### src/rtl/switch_debouncer.sv
// Switch/button conditioner: two-flop synchroniser, stability-count filter,
// debounced level, one-cycle rise/fall strobes and a press-to-toggle output.
module switch_debouncer #(
   parameter int unsigned STABLE_CYCLES = 1000,
   parameter int unsigned CNT_W         = 16
) (
   input  logic clk,
   input  logic rst,
   input  logic btn_in,
   input  logic en,
   output logic db_out,
   output logic rise_pulse,
   output logic fall_pulse,
   output logic toggle_q,
   output logic busy
);

   // Last count value in a WAIT state before the new level is accepted.
   localparam logic [CNT_W-1:0] cnt_last = CNT_W'(STABLE_CYCLES - 1);

   typedef enum logic [1:0] {
      IDLE_LOW  = 2'd0,
      WAIT_HIGH = 2'd1,
      IDLE_HIGH = 2'd2,
      WAIT_LOW  = 2'd3
   } state_t;

   state_t           state;
   logic             s1;
   logic             s2;
   logic [CNT_W-1:0] cnt;

   // Two-flop synchroniser for the asynchronous switch level.
   always_ff @(posedge clk or posedge rst) begin
      if (rst) begin
         s1 <= 1'b0;
         s2 <= 1'b0;
      end else begin
         s1 <= btn_in;
         s2 <= s1;
      end
   end

   // Qualification FSM with stability counter and registered outputs.
   always_ff @(posedge clk or posedge rst) begin
      if (rst) begin
         state      <= IDLE_LOW;
         cnt        <= '0;
         db_out     <= 1'b0;
         rise_pulse <= 1'b0;
         fall_pulse <= 1'b0;
         toggle_q   <= 1'b0;
         busy       <= 1'b0;
      end else begin
         rise_pulse <= 1'b0;
         fall_pulse <= 1'b0;
         case (state)
            IDLE_LOW: begin
               if (en && s2) begin
                  state <= WAIT_HIGH;
                  cnt   <= '0;
                  busy  <= 1'b1;
               end
            end
            WAIT_HIGH: begin
               // A disable or a bounce back to low restarts qualification.
               if (!en || !s2) begin
                  state <= IDLE_LOW;
                  cnt   <= '0;
                  busy  <= 1'b0;
               end else if (cnt == cnt_last) begin
                  state      <= IDLE_HIGH;
                  cnt        <= '0;
                  busy       <= 1'b0;
                  db_out     <= 1'b1;
                  rise_pulse <= 1'b1;
                  toggle_q   <= ~toggle_q;
               end else begin
                  cnt <= cnt + CNT_W'(1);
               end
            end
            IDLE_HIGH: begin
               if (en && !s2) begin
                  state <= WAIT_LOW;
                  cnt   <= '0;
                  busy  <= 1'b1;
               end
            end
            WAIT_LOW: begin
               if (!en || s2) begin
                  state <= IDLE_HIGH;
                  cnt   <= '0;
                  busy  <= 1'b0;
               end else if (cnt == cnt_last) begin
                  state      <= IDLE_LOW;
                  cnt        <= '0;
                  busy       <= 1'b0;
                  db_out     <= 1'b0;
                  fall_pulse <= 1'b1;
               end else begin
                  cnt <= cnt + CNT_W'(1);
               end
            end
            default: begin
               state <= IDLE_LOW;
               cnt   <= '0;
               busy  <= 1'b0;
            end
         endcase
      end
   end

endmodule
### config.mk
export PLATFORM = sky130hd
export DESIGN_NAME = switch_debouncer
export DESIGN_NICKNAME = d
export VERILOG_FILES = /design/src/rtl/switch_debouncer.sv
export SDC_FILE = /design/constraint.sdc
export NUM_CORES = 1
export LEC_CHECK = 0
export CAP_MARGIN = 10
export CELL_PAD_IN_SITES_DETAIL_PLACEMENT = 0
export CELL_PAD_IN_SITES_GLOBAL_PLACEMENT = 2
export CORE_ASPECT_RATIO = 0.7
export CORE_MARGIN = 2
export CORE_UTILIZATION = 37
export DETAILED_ROUTE_END_ITERATION = 10
export GPL_TIMING_DRIVEN = 1
export PLACE_DENSITY_LB_ADDON = 0.25
export SLEW_MARGIN = 40
export SYNTH_ARGS = -nofsm -noshare
export SYNTH_HDL_FRONTEND = slang
export SYNTH_SLANG_ARGS = --single-unit
### constraint.sdc
create_clock -name clk -period 2.1 [get_ports clk]
set_clock_uncertainty 0.1 [all_clocks]
set_input_delay 0.315 -clock clk [delete_from_list [all_inputs] [get_ports clk]]
set_output_delay 0.315 -clock clk [all_outputs]
set_load 0.02 [all_outputs]
Word-level counts from Yosys, hierarchy flattened
Cells that the tools add are included.

word-level totals
  register bits after elaboration = 25
  latch bits = 0
  memory bits (writable) = 0
  ROM bits = 0
  output and inout port bits = 5
  word-level logic and storage cells = 65
  memories = 0

cells by class
  $add $sub $neg = 1
  multiply operators = 0
  divide/modulo/power cells = 0
  order comparisons = 0
  eq/ne operators = 12
  shifts and indexed selects = 0
  multiplexer cells = 29
  bitwise operators = 2
  reduce and logical (&&, ||, !) cells = 12

operators by type and width
  cell                                                                count
  16-bit 2-to-1 mux                                                   5
  16-bit case mux with 4 select lines                                 1
  16-bit by 1-bit adder with 16-bit output (second input constant)    1
  16-bit by 10-bit == test with 1-bit output (second input constant)  1
  1-bit 2-to-1 mux                                                    14
  2-bit 2-to-1 mux                                                    6
  2-bit inequality test (second input constant)                       6
  2-bit case mux with 4 select lines                                  1
  3-bit inequality test (second input constant)                       2
  5-bit AND reduction                                                 1
  2-bit == test (second input constant)                               2
  1-bit case mux with 4 select lines                                  1
  4-bit AND reduction                                                 1
  3-bit AND reduction                                                 1
  2-bit by 1-bit == test with 1-bit output (second input constant)    1
  1-bit logical AND                                                   2
  1-bit zero test                                                     2
  2-bit zero test                                                     1
  1-bit logical OR                                                    2
  1-bit inverter                                                      2
  1-bit case mux with 2 select lines                                  1
  2-bit AND reduction                                                 1
  2-bit nonzero test                                                  1

Logic depth before layout (Yosys ltp)
Gate-level depths: netlist of run 1.

  depth after elaboration = 4
  gate-level depth with buffers = 6
  mapped depth without buffers = 5

Worst setup path after synthesis of run 1
Ideal clock, no wire load.

  kind = flip-flop to flip-flop
  from = register cnt[3]
  to = register busy
  arrival time = 1.582 ns
  path slack = 0.291 ns
  cell stages (with the launch flop) = 7
  clock period less this slack = 1.809 ns
  path through = dfrtp_1 -> nor4_1 -> nand2_1 -> o2111ai_2 -> and2_1 -> buf_4 -> mux2_1

between the ends
  word-level cells in the longest chain between the ends = 4
  elaborated cells on any way between the ends = 5

RTL lines
  item                                            line    text
  start, declared                                 31      logic [CNT_W-1:0] cnt;
  start signal, assigned                          79      cnt <= cnt + CNT_W'(1);
  start signal, assigned                          101     cnt <= cnt + CNT_W'(1);
  16-bit by 10-bit == test with 1-bit output (*)  71, 94
  1-bit 2-to-1 mux (*)                            -
  1-bit 2-to-1 mux (on tied branches)             -
  1-bit case mux with 4 select lines (*)          -
  end signal, assigned                            70      busy <= 1'b0;
  end signal, assigned                            74      busy <= 1'b0;
  end signal, assigned                            93      busy <= 1'b0;
  end, declared                                   15      output logic busy

Every way passes the cells marked *; elsewhere a longest branch is shown, timed or not.
A chain may end at the register's enable or synchronous reset.

Final worst setup path of run 1
  from = register cnt[13]
  to = register rise_pulse

between the ends
  word-level cells in the longest chain between the ends = 4

RTL lines
  item                                        line  text
  16-bit by 10-bit == test with 1-bit output  71    end else if (cnt == cnt_last) begin
  1-bit 2-to-1 mux                            71
  1-bit 2-to-1 mux                            67    if (!en || !s2) begin
  1-bit 2-to-1 mux                            57    case (state)
  end signal, assigned                        50    rise_pulse <= 1'b0;
  end signal, assigned                        55    rise_pulse <= 1'b0;
  end signal, assigned                        76    rise_pulse <= 1'b1;
  end, declared                               12    output logic rise_pulse,

Every way passes these cells.

==> reports/metrics.csv, run 1 <==
metric;value;unit
status;finished clean;
cts_resized;0;
setup_viol;0;
track_usage;15.9;%
p_per_area;565;nW/um^2
grt_pass1_vias;932;
required;2170;ps
cp_cell_sequence;nor4_2 > nand2_1 > or4_1 > nor3b_1;
crit_path_end_kind;register;
synth_fp_nets;124;
synth_edf_count;0;
die_h;52.9;um
post-cts-setup-buffers;0;
syn_to_final_growth;18.0;%
dieArea;3910;um^2
drive_gt1_share;17.8;%
globalplace.congestion;0.733;
postRouteAntennaNets;0;
coreArea;3210;um^2
tns;0;ps
cp_slowest_cell;or4_1;
yosysSeqAreaShare;49.5;%
period_needed;1900;ps
final_area;1490;um^2
grt_pass1_wl;4.53;mm
worst-path-stages;4;
final_common_cell;dfrtp_1;
yosysWarnings;0;
initial_core_util;39.4;%
nNetsFinal;141;
p_leak;0.664;nW
hp-class;register to register;
layout_common_cells;dfrtp_1, nor2_1, nand2_1;
rsz0062_at_grt;false;
cp_top_family;simple AND/OR/NAND/NOR gates;
syn-cell-area;1260;um^2
ctsHoldBuffers;0;
portBuffers;8;
clk-insertion-delay-late;270;ps
dp_cells;178;
postPlaceCellArea;1440;um^2
slew_headroom;72.8;%
antenna_found_initial;0;
worst_path_largest_cell_delay;530;ps
drt_iter0_drc;69;
synthArstFlopShare;100;%
place_hpwl;1.86;mm
cp_max_fo;5;
cts_buffer_depth;2;
overflow;0;
netlist_instances;119;
cts_buffers;3;
hold_depth;0;
drc;0;
tightest_slew;407;ps
critPathBufInv;0;
rows;17;
hold_slack;259;ps
max-vdd-ir-drop;0.347;mV
clkTransAtPathRegs;90;ps
worst_r2r_path_depth;4;
via_per_inst;5.02;
start_kind;register;
maxCapViolCount;0;
wirelength;2.51;mm
post-route-period-util;90.3;%
synth_area_per_cell;10.6;um^2
crit_arrival;1970;ps
synth_cell_types;36;
tritoncts;yes;
synth_top_flop_cell;dfrtp_1;
vias;914;
finalHoldViolCount;0;
pin_count;9;
routedWlPerCell;13.8;um
diodes;0;
stdcell_count;182;
synth_seq_cells;25;
crit_type;register to register;
root_buffer;clkbuf_8;
slew_violations;0;
clkSinkCount;25;
fill_cells;317;
grt_max_degree;26;
cts_max_level;1;
first_pass_iters;4;
fmax;527;MHz
die_w;73.9;um
## flip-flops by register name, indices dropped and copies added (netlist names)
signal / cells
busy: 1
cnt: 16
db_out: 1
fall_pulse: 1
rise_pulse: 1
s1: 1
s2: 1
state: 2
toggle_q: 1
## metrics by stage
stage / power, W / setup WS, ps / util (%)
after floorplan: 0.000540 / 291 / -
after global placement: 0.000568 / 45.7 / 44.7
after detailed placement: 0.000569 / -18.1 / 44.7
after CTS: 0.000857 / 77.5 / 46.2
after global routing: 0.000900 / 4.18 / 46.5
final: 0.000843 / 203 / 46.5
## cells in the mapped netlist, types with 2 or more instances
master    n  share of area (%)
nand4_1   2               0.99
dfrtp_1  25                 49
nor4_1    3                1.5
buf_4     2                1.2
a211o_1   2                1.4
xor2_1    4                2.8
nor4b_2   2                2.4
and2_1    2               0.99
nor4_2    3                3.0
nand3_1   5                2.0
inv_1     4                1.2
nand2_1  11                3.3
nor3_1    5                2.0
a21o_1    2                1.2
nor2_1   13                3.9
nor3b_1   2                1.2
and3_1    3                1.5
o21ai_0   4                1.6
xnor2_1   8                5.5
## power by group
| part | switching [W] | internal [W] | leakage, nW |
|---|---|---|---|
| clock network | 0.000151 | 0.000133 | 0.0255 |
| logic | 0.0000400 | 0.0000256 | 0.299 |
| registers | 0.00000572 | 0.000488 | 0.340 |
## final timing paths
kind / startpoint / slack [ps] / end
max reg2reg: cnt[13] / 200 / rise_pulse
max: cnt[13] / 200 / rise_pulse
min in group asynchronous: rst / 290 / toggle_q
max in group asynchronous: rst / 1350 / cnt[4]
min: s1 / 260 / s2
min reg2reg: s1 / 260 / s2
## area by class of cell
cell class	instances	area [um^2]	area share [%]
flip-flops and latches	25	626	41.9
multi-input cells	87	614	41.2
clock inverters	1	5.00	0.335
repair buffers	15	133	8.89
well taps	47	58.8	3.94
inverters	4	15.0	1.01
clock buffers	3	41.3	2.77
## routing by layer
layer / up-vias / part of all wire, % / track usage, %
li1: 452 / - / -
met4: 0 / 0 / 2.73
met5: - / 0 / 0
met2: 9 / 43 / 23.1
met1: 453 / 54 / 23.5
met3: 0 / 2.7 / 4.57
## cell families after synthesis
kind of cell,after synthesis,synth area share [%]
flops,25,49.5
compound gates,14,8.11
xor+xnor,12,8.31
fa+ha+maj,1,0.989
simple gates,58,28.6
mux,2,1.78
buf+inv,7,2.77
Note: power is estimated with default switching activity, not from simulation.
==> run 2, diff against run 1 <==
- SLEW_MARGIN: 40 -> unset
==> results of run 2 <==
Final layout, timing and power as in run 1 (identical DEF).
